$ cat src/rtl/uart_pkg.sv
// Shared definitions for the UART receive path: receiver state encoding
// and frame geometry.
package uart_pkg;

  // Number of data bits in an 8N1 frame.
  localparam int DATA_BITS = 8;

  // Receiver states. BREAK parks the receiver while the line is held low
  // after a failed stop bit, so a long break is not read as a new start bit.
  typedef enum logic [2:0] {
    ST_IDLE  = 3'd0,
    ST_START = 3'd1,
    ST_DATA  = 3'd2,
    ST_STOP  = 3'd3,
    ST_BREAK = 3'd4
  } rx_state_e;

endpackage : uart_pkg

$ cat src/rtl/sync_ff.sv
// Multi-stage flip-flop synchroniser for a single asynchronous input.
// Every stage is forced to RESET_VAL while reset is asserted.
module sync_ff #(
  parameter int   DEPTH     = 2,
  parameter logic RESET_VAL = 1'b1
) (
  input  logic clk_i,
  input  logic rst_ni,
  input  logic d_i,
  output logic q_o
);

  logic [DEPTH-1:0] stage_q;

  if (DEPTH == 1) begin : g_single
    // Single stage: capture the input directly.
    always_ff @(posedge clk_i or negedge rst_ni) begin
      if (!rst_ni) stage_q <= RESET_VAL;
      else         stage_q <= d_i;
    end
  end else begin : g_chain
    // Shift the input through the chain; the oldest sample sits in the MSB.
    always_ff @(posedge clk_i or negedge rst_ni) begin
      if (!rst_ni) stage_q <= {DEPTH{RESET_VAL}};
      else         stage_q <= {stage_q[DEPTH-2:0], d_i};
    end
  end

  assign q_o = stage_q[DEPTH-1];

endmodule : sync_ff

$ cat src/rtl/uart_rx_frontend.sv
// UART 8N1 receive front end. Synchronises the line, finds the start bit,
// samples each data bit mid-bit and presents it as a serial bit plus strobe
// for a downstream shift register.
//
// Output contract: bit_tick, byte_done and frame_error are single-cycle
// strobes with no back-pressure; bit_out is valid in the cycle bit_tick is
// high and holds its value until the next tick. At most one strobe is high
// in any cycle.
module uart_rx_frontend
  import uart_pkg::*;
#(
  parameter int CLKS_PER_BIT = 434,
  parameter int SYNC_STAGES  = 2
) (
  input  logic clk,
  input  logic reset_n,
  input  logic rx,
  output logic bit_out,
  output logic bit_tick,
  output logic byte_done,
  output logic frame_error,
  output logic busy
);

  localparam int               CNT_W   = $clog2(CLKS_PER_BIT);
  localparam logic [CNT_W-1:0] HALF_M1 = CNT_W'(CLKS_PER_BIT / 2 - 1);
  localparam logic [CNT_W-1:0] FULL_M1 = CNT_W'(CLKS_PER_BIT - 1);
  localparam logic [2:0]       LAST_IDX = 3'(DATA_BITS - 1);

  logic rx_s;

  rx_state_e        state_q, state_d;
  logic [CNT_W-1:0] cnt_q, cnt_d;
  logic [2:0]       bit_idx_q, bit_idx_d;
  logic             bit_out_q, bit_out_d;
  logic             bit_tick_q, bit_tick_d;
  logic             byte_done_q, byte_done_d;
  logic             frame_error_q, frame_error_d;

  sync_ff #(
    .DEPTH     (SYNC_STAGES),
    .RESET_VAL (1'b1)
  ) u_sync (
    .clk_i  (clk),
    .rst_ni (reset_n),
    .d_i    (rx),
    .q_o    (rx_s)
  );

  // State, counters and registered outputs.
  always_ff @(posedge clk or negedge reset_n) begin
    if (!reset_n) begin
      state_q       <= ST_IDLE;
      cnt_q         <= '0;
      bit_idx_q     <= '0;
      bit_out_q     <= 1'b0;
      bit_tick_q    <= 1'b0;
      byte_done_q   <= 1'b0;
      frame_error_q <= 1'b0;
    end else begin
      state_q       <= state_d;
      cnt_q         <= cnt_d;
      bit_idx_q     <= bit_idx_d;
      bit_out_q     <= bit_out_d;
      bit_tick_q    <= bit_tick_d;
      byte_done_q   <= byte_done_d;
      frame_error_q <= frame_error_d;
    end
  end

  // Next-state logic: the line is only looked at on sample counts, so edges
  // between sample points cannot disturb a frame in progress.
  always_comb begin
    state_d       = state_q;
    cnt_d         = cnt_q;
    bit_idx_d     = bit_idx_q;
    bit_out_d     = bit_out_q;
    bit_tick_d    = 1'b0;
    byte_done_d   = 1'b0;
    frame_error_d = 1'b0;

    case (state_q)
      ST_IDLE: begin
        if (!rx_s) begin
          state_d = ST_START;
          cnt_d   = '0;
        end
      end

      ST_START: begin
        if (cnt_q == HALF_M1) begin
          cnt_d = '0;
          if (!rx_s) begin
            state_d   = ST_DATA;
            bit_idx_d = '0;
          end else begin
            // Line went back high before mid-start: treat as a glitch.
            state_d = ST_IDLE;
          end
        end else begin
          cnt_d = cnt_q + CNT_W'(1);
        end
      end

      ST_DATA: begin
        if (cnt_q == FULL_M1) begin
          cnt_d      = '0;
          bit_out_d  = rx_s;
          bit_tick_d = 1'b1;
          if (bit_idx_q == LAST_IDX) begin
            state_d   = ST_STOP;
            bit_idx_d = '0;
          end else begin
            bit_idx_d = bit_idx_q + 3'd1;
          end
        end else begin
          cnt_d = cnt_q + CNT_W'(1);
        end
      end

      ST_STOP: begin
        if (cnt_q == FULL_M1) begin
          cnt_d = '0;
          if (rx_s) begin
            byte_done_d = 1'b1;
            state_d     = ST_IDLE;
          end else begin
            frame_error_d = 1'b1;
            state_d       = ST_BREAK;
          end
        end else begin
          cnt_d = cnt_q + CNT_W'(1);
        end
      end

      ST_BREAK: begin
        if (rx_s) begin
          state_d = ST_IDLE;
        end
      end

      default: begin
        state_d   = ST_IDLE;
        cnt_d     = '0;
        bit_idx_d = '0;
      end
    endcase
  end

  assign bit_out     = bit_out_q;
  assign bit_tick    = bit_tick_q;
  assign byte_done   = byte_done_q;
  assign frame_error = frame_error_q;
  assign busy        = (state_q != ST_IDLE);

endmodule : uart_rx_frontend

$ cat config.mk
export PLATFORM = sky130hd
export DESIGN_NAME = uart_rx_frontend
export DESIGN_NICKNAME = d
export VERILOG_FILES = /design/src/rtl/uart_pkg.sv /design/src/rtl/sync_ff.sv /design/src/rtl/uart_rx_frontend.sv
export SDC_FILE = /design/constraint.sdc
export NUM_CORES = 1
export LEC_CHECK = 0
export CAP_MARGIN = 20
export CORE_ASPECT_RATIO = 1.25
export CORE_MARGIN = 1
export CORE_UTILIZATION = 56
export DETAILED_ROUTE_END_ITERATION = 12
export PLACE_DENSITY_LB_ADDON = 0.15
export SYNTH_ARGS = -nofsm -noshare
export SYNTH_HDL_FRONTEND = slang
export SYNTH_SLANG_ARGS = --single-unit
$ cat constraint.sdc
create_clock -name clk -period 2.1 [get_ports clk]
set_input_delay 0.315 -clock clk [delete_from_list [all_inputs] [get_ports clk]]
set_output_delay 0.315 -clock clk [all_outputs]
set_load 0.005 [all_outputs]
==> impl_metrics.csv, run 1 <==
group,metric,value,unit
run_status,status,"finished clean",
logic_synthesis,yosysSeqAreaShare,46.8,%
logic_synthesis,yosys-top-cells-count,"21 x nand2_1, 19 x dfrtp_1, 8 x inv_1",
timing,fin_skew,0.00291,ns
timing,fin_crit,1.97,ns
timing,finalHoldViolCount,0,
floorplan,ioPinCount,8,
routing,drc,0,
logic_synthesis,ys_ff_latch,21,
worst_setup_path,r2r-start,"cnt_q[0]",
pwr,power.internal,0.488,mW
floorplan,die_w,42.1,microns
global_routing,grt_use_total,24.7,%
floorplan,start_util,61.6,%
timing,report.final.slew_viol_count,0,
cts,clk_path_buf_depth,2,
cts,clk_latency,0.30,ns
worst_setup_path,cp_top_family,"compound AO/OA/AOI/OAI gates",
timing,final.setup.tns,0,ns
worst_setup_path,setup.worst_path.end_class,"flop",
timing,rsz0062_at_grt,"no",
worst_setup_path,arrival,2.21,ns
pwr,peakVddDrop,0.493,mV
cells_and_area,n_fill_cell,152,
worst_setup_path,critical_path_class,"reg -> reg",
global_routing,grt_pass1_vias,861,
logic_synthesis,async_reset_ff_share,100,%
global_routing,grt_max_degree,22,
pwr,fin_total_pwr,0.620,mW
routing,detail-route-antenna-nets,0,
floorplan,rows,17,
routing,wl_per_cell,15.9,microns
routing,vias,909,
cts,postCtsSetupRepairBufs,0,
worst_setup_path,cpPeakStageDelay,0.44,ns
timing,fmax,508,MHz
routing,drt_wl_total,2330,microns
worst_setup_path,r2r-end,"state_q[1]",
timing,tightest_slew,0.715,ns
routing,drtIter0Drc,21,
routing,drt-pass1-iter-count,6,
floorplan,core_area,1830,sq um
worst_setup_path,crit_fanout,10,
logic_synthesis,synth_most_common_cell,"nand2_1",
timing,holdWs,0.345,ns
logic_synthesis,netlist_area,1130,sq um
cts,htreeDepth,1,
placement,hpwl,1610,microns
pwr,p_switching,0.132,mW
global_routing,antenna_found_initial,0,
cts,cts.sinks,21,
placement,gp_congestion,0.836,
timing,setup_viol,0,
routing,vias_per_cell,6.18,
logic_synthesis,synth_cell_types,39,
cells_and_area,area_growth,10.5,%
global_routing,globalRouteOverflowTotal,0,
logic_synthesis,ys_top_cells_by_area,"dfrtp_1 42%, nand2_1 7.0%, ha_1 5.5%",
logic_synthesis,yosysTopAreaCell,"dfrtp_1",
worst_setup_path,critPathBufInv,1,
logic_synthesis,synth_ff_type,"dfrtp_1",
pwr,p_sw_share,21.4,%
worst_setup_path,start_kind,"flop",
floorplan,die_h,52.2,microns
cells_and_area,fin_nets,137,
worst_setup_path,reg2reg_depth,6,
placement,portBuffers,7,
worst_setup_path,crit_start,"cnt_q[0]",
logic_synthesis,synth.net_count,127,
timing,fin_crit_sh,93.7,%
global_routing,grt_pass1_wl,3990,microns
cells_and_area,insertedDiodeCount,0,
worst_setup_path,path_depth,6,
worst_setup_path,cp_slowest_cell,"o31a_2",
worst_setup_path,cp_data_required_time,2.34,ns
cts,root_buffer,"clkbuf_4",
cts,tritoncts,"done",
pwr,clkPwrFrac,31.4,%
flow_run,drv_cap,0,
cells_and_area,layout-drive-gt1-share,10.9,%
pwr,power.share.combinational,2.6,%
worst_setup_path,cp_cell_sequence,"inv_1, ha_1, or4b_1, o31a_2, o21bai_1, a21oi_2",
timing,max_slew_margin,52.3,%
cts,cts_buffers,3,
logic_synthesis,yosys_warnings,0,
logic_synthesis,synth_area_per_cell,9.47,sq um
logic_synthesis,synthCells,119,
pwr,p_leak,0.562,nW
cts,clk_pin_slew,0.11,ns
floorplan,dieArea,2200,sq um
min_path,hold_path_class,"in -> async",
worst_setup_path,critPathCapture,"state_q[1]",
pwr,powerDensity,498,nW/um^2
pwr,seqPwrFrac,66.0,%
logic_synthesis,netlist.area_leader.share,42.2,%
logic_synthesis,synth-edff-count,0,
worst_setup_path,reg2reg_slack,0.13,ns
-- power by group through the flow --
stage | Sequential (mW) | Combinational (mW) | Clock (mW)
after CTS | 0.409 | 0.0167 | 0.196
after floorplan | 0.417 | 0.00280 | 0
after detailed placement | 0.417 | 0.0166 | 0
final | 0.409 | 0.0160 | 0.195
after global routing | 0.410 | 0.0186 | 0.215
after global placement | 0.417 | 0.0159 | 0
-- sequential cells by signal (all words and copies together), names as in the netlist --
name            flops
frame_error         1
u_sync.stage_q      2
cnt_q               9
bit_idx_q           3
bit_out             1
bit_tick            1
byte_done           1
state_q             3
-- per-layer routing --
layer  part of all wire [%]  GRT usage (%)  up-vias
met1                     41           29.5      421
li1                       -              -      437
met5                      0              0        -
met3                    4.6           4.17       12
met4                    3.9           11.5        0
met2                     50           43.5       39
-- final cells by class --
class,instances,area (sq um),area share [%]
sequential,21,528,42.4
tap,19,23.8,1.91
inverter,8,30.0,2.41
multi-input combinational,86,553,44.4
timing repair buffer,9,85.1,6.83
clock buffer,4,26.3,2.11
-- placed cells by master (no fill, tap or decap), types with 2 or more instances in the layout --
cell type,synthesis,final
o21ai_0,3,2
inv_1,8,8
mux2i_1,2,2
o21a_1,3,3
nor2_1,6,6
buf_4,0,2
nor3_1,3,3
o31a_1,3,2
nor3b_1,2,2
o21bai_1,2,2
ha_1,5,5
or3_1,2,2
dfrtp_1,19,19
clkbuf_4,0,3
a21oi_2,2,2
nand2_1,21,21
nand2b_1,2,2
clkdlybuf4s50_1,0,7
dfstp_2,2,2
o22ai_1,6,6
a21oi_1,4,4
nor4_1,2,2
nand3_1,2,2
-- metrics by stage --
step / util (%) / setup slack [ns] / instance area [sq um] / instances
3_3_place_gp: 66.3 / 0.192 / 1210 / 143
3_5_place_dp: 66.3 / 0.146 / 1210 / 143
4_1_cts: 67.8 / 0.114 / 1240 / 147
6_report: 68.1 / 0.132 / 1250 / 147
5_1_grt: 68.1 / 0.0224 / 1250 / 147
2_1_floorplan: - / 0.287 / 1130 / 119
-- cells by family (layout without fill, tap and decap cells) --
group           Yosys count  count (layout)  share of synthesized area, %
compound gates           28              28                          17.3
fa+ha+maj                 5               5                          5.55
buf+inv                  12              21                          4.66
flops                    21              21                          46.8
simple gates             50              50                          22.9
mux                       3               3                          2.77
-- worst min path at each step --
stage | endpoint | slack (ns) | cells past startpoint
6_report | bit_tick | 0.35 | 2
5_1_grt | cnt_q[1] | 0.35 | 2
4_1_cts | bit_tick | 0.36 | 2
3_5_place_dp | u_sync.stage_q[1] | 0.35 | 0
3_3_place_gp | u_sync.stage_q[1] | 0.35 | 0
2_1_floorplan | bit_idx_q[0] | 0.02 | 0
-- what timing repair did --
action | CTS | global route
gates resized for setup | 0 | 3
hold endpoints to repair | 0 | 0
endpoints found under the setup margin | 0 | 3
hold buffers | 0 | 0
Note: power is estimated with default switching activity, not from simulation.
==> run 2, diff against run 1 <==
--- a/config.mk
+++ b/config.mk
@@ -6,9 +6,11 @@
 export NUM_CORES = 1
 export LEC_CHECK = 0
 export CAP_MARGIN = 20
+export CELL_PAD_IN_SITES_DETAIL_PLACEMENT = 0
+export CELL_PAD_IN_SITES_GLOBAL_PLACEMENT = 1
 export CORE_ASPECT_RATIO = 1.25
 export CORE_MARGIN = 1
-export CORE_UTILIZATION = 56
+export CORE_UTILIZATION = 44
 export DETAILED_ROUTE_END_ITERATION = 12
 export PLACE_DENSITY_LB_ADDON = 0.15
 export SYNTH_ARGS = -nofsm -noshare
==> run 2 against run 1 <==
  * Clock power about the same
  * Maximum frequency down 1.5%
  * Die area up 26%
  * Largest power group unchanged
==> impl_metrics.csv, run 2 (same netlist as run 1, synthesis figures left out) <==
group,metric,value,unit
worst_setup_path,crit_fanout,10,
worst_setup_path,cp_cell_sequence,"inv_1, ha_1, or4b_1, o31a_1, nor2_2, o211ai_1",
global_routing,met1_usage,23.2,%
cells_and_area,layout.cells.non_filler,162,
floorplan,dieArea,2770,sq um
worst_setup_path,critical_path_class,"reg -> reg",
placement,dpl_worst_slack,0.144,ns
global_routing,globalRouteOverflowTotal,0,
global_routing,antenna_found_initial,0,
min_path,hold_path_class,"in -> async",
timing,report.final.slew_viol_count,0,
pwr,powerDensity,490,nW/um^2
timing,fin_crit,2.00,ns
run_status,status,"finished clean",
cells_and_area,largest_register_ffs,9,
floorplan,start_util,46.4,%
placement,dp_cells,158,
global_routing,grt_max_degree,12,
pwr,p_leak,0.567,nW
floorplan,die_w,47.3,microns
cells_and_area,layout_common_cells,"21 x nand2_1, 19 x dfrtp_1, 8 x inv_1",
floorplan,rows,20,
placement,hpwl,1720,microns
routing,vias_per_cell,5.31,
cells_and_area,fin_nets,138,
cells_and_area,insertedDiodeCount,0,
timing,final.setup.tns,0,ns
cells_and_area,top_register,"cnt_q",
cells_and_area,largestRegisters,"cnt_q x9, bit_idx_q x3, state_q x3",
routing,wl_per_cell,14.1,microns
timing,holdWs,0.342,ns
placement,gp_congestion,0.851,
worst_setup_path,cp_slowest_cell,"dfrtp_1",
cells_and_area,layout-drive-gt1-share,10.9,%
floorplan,core_area,2430,sq um
pwr,peakVddDrop,0.277,mV
cts,cts_buffers,3,
timing,fin_crit_sh,95.1,%
worst_setup_path,critPathBufInv,1,
worst_setup_path,cpPeakStageDelay,0.43,ns
worst_setup_path,start_kind,"flop",
cts,htreeDepth,1,
timing,max_slew_margin,65.8,%
routing,drc,0,
floorplan,ioPinCount,8,
worst_setup_path,setup.worst_path.end_class,"flop",
routing,vias,860,
routing,drtIter0Drc,13,
cts,clk_pin_slew,0.11,ns
routing,drt-pass1-iter-count,3,
worst_setup_path,cp_data_required_time,2.29,ns
worst_setup_path,arrival,2.19,ns
floorplan,die_h,58.6,microns
timing,fmax,501,MHz
cells_and_area,utilization,52.1,%
worst_setup_path,cp_top_family,"simple AND/OR/NAND/NOR gates",
routing,drt_wl_total,2290,microns
cts,cts_resized,0,
cts,postCtsSetupRepairBufs,0,
cts,cts.sinks,21,
timing,rsz0062_at_grt,"no",
cts,clk_latency,0.30,ns
global_routing,use_met3,3.07,%
global_routing,grt_pass1_wl,4000,microns
timing,setup_viol,0,
cts,root_buffer,"clkbuf_4",
global_routing,grt_pass1_vias,935,
cts,clk_path_buf_depth,2,
cells_and_area,mostFrequentLayoutCell,"nand2_1",
timing,finalHoldViolCount,0,
cells_and_area,n_fill_cell,247,
global_routing,globalRoute.busiestLayer,"met2",
timing,tightest_slew,0.512,ns
routing,detail-route-antenna-nets,0,
placement,portBuffers,7,
cts,hold_buffers,0,
flow_run,drv_cap,0,
timing,fin_skew,0.000894,ns
global_routing,grt_use_met2,34.2,%
cts,tritoncts,"done",
timing,fin_ws,0.103,ns
global_routing,grt_use_total,20.3,%
cells_and_area,area_growth,12.2,%
## run 2: cell types whose count changed in the layout (fill, tap and decap cells not counted)
| cell | change |
|---|---|
| nor2_2 | +1 |
| nor2_4 | -1 |
| o31a_2 | -1 |
| o31a_1 | +1 |
| o21ai_0 | +1 |
| o21ai_1 | -1 |
| buf_4 | +1 |
## run 2: report_power, final
| part | switching, mW | internal, mW | total (mW) |
|---|---|---|---|
| Combinational | 0.0105 | 0.00581 | 0.0163 |
| Clock | 0.120 | 0.0740 | 0.194 |
| Sequential | 0.00211 | 0.408 | 0.410 |
| Total | 0.132 | 0.488 | 0.620 |
## run 2: layout make-up
type	count	area, sq um	share of cell area (%)
clock buffer	4	26.3	2.08
inverter	8	30.0	2.37
multi-input combinational	86	547	43.2
sequential	21	528	41.7
tap	33	41.3	3.26
timing repair buffer	10	92.6	7.32
## run 2: through the flow
step	total power, mW	cell area, sq um
floorplan	0.420	1130
global placement	0.434	1240
detailed placement	0.434	1240
CTS	0.631	1260
global route	0.638	1260
finish	0.620	1260
## run 2: path summary, 6_finish.rpt
check	start	endpoint	slack, ns	depth (start not counted)
worst max register to register	cnt_q[0]	cnt_q[3]	0.10	6
worst min register to register	u_sync.stage_q[0]	u_sync.stage_q[1]	0.37	0
worst min-delay path	reset_n	cnt_q[4]	0.34	1
min in group clk	u_sync.stage_q[0]	u_sync.stage_q[1]	0.37	0
max in group asynchronous	reset_n	cnt_q[6]	1.22	2
worst max-delay path	cnt_q[0]	cnt_q[3]	0.10	6
## run 2: metal layers
layer | vias up | wire length [microns]
met4 | 0 | 50
met2 | 11 | 1170
met1 | 403 | 1030
met3 | 6 | 41
li1 | 440 | -
met5 | - | 0
==> run 3, diff against run 2 <==
--- a/config.mk
+++ b/config.mk
@@ -13,6 +13,7 @@
 export CORE_UTILIZATION = 44
 export DETAILED_ROUTE_END_ITERATION = 12
 export PLACE_DENSITY_LB_ADDON = 0.15
+export RECOVER_POWER = 25
 export SYNTH_ARGS = -nofsm -noshare
 export SYNTH_HDL_FRONTEND = slang
 export SYNTH_SLANG_ARGS = --single-unit
==> run 3 against run 2 <==
  * Sequential cell count stayed put
  * Clock skew stayed put
  * Sequential power hardly changed
  * Clock-buffer cell count stayed put
  * Combinational power is 4% lower
  * Via count stayed put
  * Register-to-register slack hardly changed
  * Sequential share of layout area stayed put
  * Worst hold slack better by 0.024 ns
  * Die area stayed put
  * Core utilization stayed put
  * Largest power group unchanged
==> impl_metrics.csv, run 3 (same netlist as run 1, synthesis figures left out) <==
group,metric,value,unit
run_status,status,"finished clean",
cts,cts.sinks,21,
global_routing,grt_pass1_vias,935,
routing,vias,860,
cts,tritoncts,"done",
placement,placed_area,1240,sq um
cells_and_area,final_area,1260,sq um
cells_and_area,fin_nets,138,
worst_setup_path,crit_fanout,10,
placement,portBuffers,7,
timing,fin_crit_sh,95.1,%
routing,wl_per_cell,14.1,microns
min_path,hold_path_class,"reg -> reg",
cts,cts_buffers,3,
cts,clk_path_buf_depth,2,
global_routing,globalRouteOverflowTotal,0,
global_routing,grt_pass1_wl,4000,microns
timing,holdWs,0.366,ns
worst_setup_path,setup.worst_path.end_class,"flop",
cts,clk_pin_slew,0.11,ns
pwr,peakVddDrop,0.277,mV
cells_and_area,utilization,52.1,%
routing,drc,0,
timing,fin_crit,2.00,ns
worst_setup_path,start_kind,"flop",
cells_and_area,area_growth,12.2,%
timing,fin_skew,0.000894,ns
timing,fmax,501,MHz
cells_and_area,layout-drive-gt1-share,10.9,%
cells_and_area,largestRegisters,"cnt_q x9, bit_idx_q x3, state_q x3",
floorplan,dieArea,2770,sq um
floorplan,ioPinCount,8,
cells_and_area,insertedDiodeCount,0,
cts,root_buffer,"clkbuf_4",
pwr,fin_total_pwr,0.619,mW
placement,hpwl,1720,microns
cells_and_area,largest_register_ffs,9,
timing,report.final.slew_viol_count,0,
global_routing,grt_max_degree,12,
global_routing,antenna_found_initial,0,
pwr,powerDensity,490,nW/um^2
cells_and_area,mostFrequentLayoutCell,"nand2_1",
timing,setup_viol,0,
floorplan,rows,20,
timing,tightest_slew,0.517,ns
cells_and_area,top_register,"cnt_q",
routing,vias_per_cell,5.31,
worst_setup_path,arrival,2.19,ns
pwr,p_leak,0.567,nW
cts,hold_buffers,0,
cells_and_area,layout_common_cells,"21 x nand2_1, 19 x dfrtp_1, 8 x inv_1",
floorplan,core_area,2430,sq um
placement,gp_congestion,0.851,
global_routing,grt_use_total,20.3,%
cts,htreeDepth,1,
timing,finalHoldViolCount,0,
routing,drtIter0Drc,13,
flow_run,drv_cap,0,
worst_setup_path,cp_data_required_time,2.29,ns
timing,final.setup.tns,0,ns
floorplan,start_util,46.4,%
timing,max_slew_margin,65.4,%
routing,drt-pass1-iter-count,3,
floorplan,die_h,58.6,microns
worst_setup_path,critical_path_class,"reg -> reg",
timing,rsz0062_at_grt,"no",
cts,postCtsSetupRepairBufs,0,
routing,drt_wl_total,2290,microns
cts,clk_latency,0.30,ns
cts,cts_resized,0,
routing,detail-route-antenna-nets,0,
floorplan,die_w,47.3,microns
run 3: cell types whose count changed in the layout (fill, tap and decap cells not counted):
cell | previous run | this run
clkdlybuf4s50_1 | 7 | 5
dlygate4sd3_1 | 0 | 2
run 3: final timing paths:
check	start	endpoint	slack [ns]	cells past startpoint
min in group asynchronous	reset_n	cnt_q[4]	0.41	1
worst max-delay path	cnt_q[0]	cnt_q[3]	0.10	6
worst min-delay path	u_sync.stage_q[0]	u_sync.stage_q[1]	0.37	0
max in group asynchronous	reset_n	cnt_q[6]	1.15	2
worst max register to register	cnt_q[0]	cnt_q[3]	0.10	6
worst min register to register	u_sync.stage_q[0]	u_sync.stage_q[1]	0.37	0
run 3: per-layer routing:
metal | wire length (microns) | share of wire (%) | GRT usage, %
met1 | 1020 | 45 | 23.2
met2 | 1170 | 51 | 34.2
met3 | 44 | 1.9 | 3.07
met4 | 50 | 2.2 | 11.4
met5 | 0 | 0 | 0
run 3: cell type report:
class / instances / area (sq um)
fill: 247 / 1160
multi-input combinational: 86 / 547
sequential: 21 / 528
timing repair buffer: 10 / 92.6
tap: 33 / 41.3
inverter: 8 / 30.0
clock buffer: 4 / 26.3
run 3: where the power goes:
group / total [mW] / leakage (nW) / internal (mW) / switching, mW
Combinational: 0.0156 / 0.281 / 0.00508 / 0.0105
Sequential: 0.410 / 0.272 / 0.408 / 0.00211
Clock: 0.194 / 0.0150 / 0.0740 / 0.120
Total: 0.619 / 0.567 / 0.487 / 0.132
run 3: stage by stage:
stage	setup slack (ns)	instances
final	0.103	162
after floorplan	0.287	119
after global placement	0.179	158
after CTS	0.123	162
after detailed placement	0.144	158
after global routing	0.0303	162
run 3: critical path: stages (launching register included):
cell and delay [ns]:
dfrtp_1 0.43, inv_1 0.11, ha_1 0.14, or4b_1 0.42, o31a_1 0.42, nor2_2 0.24, o211ai_1 0.12
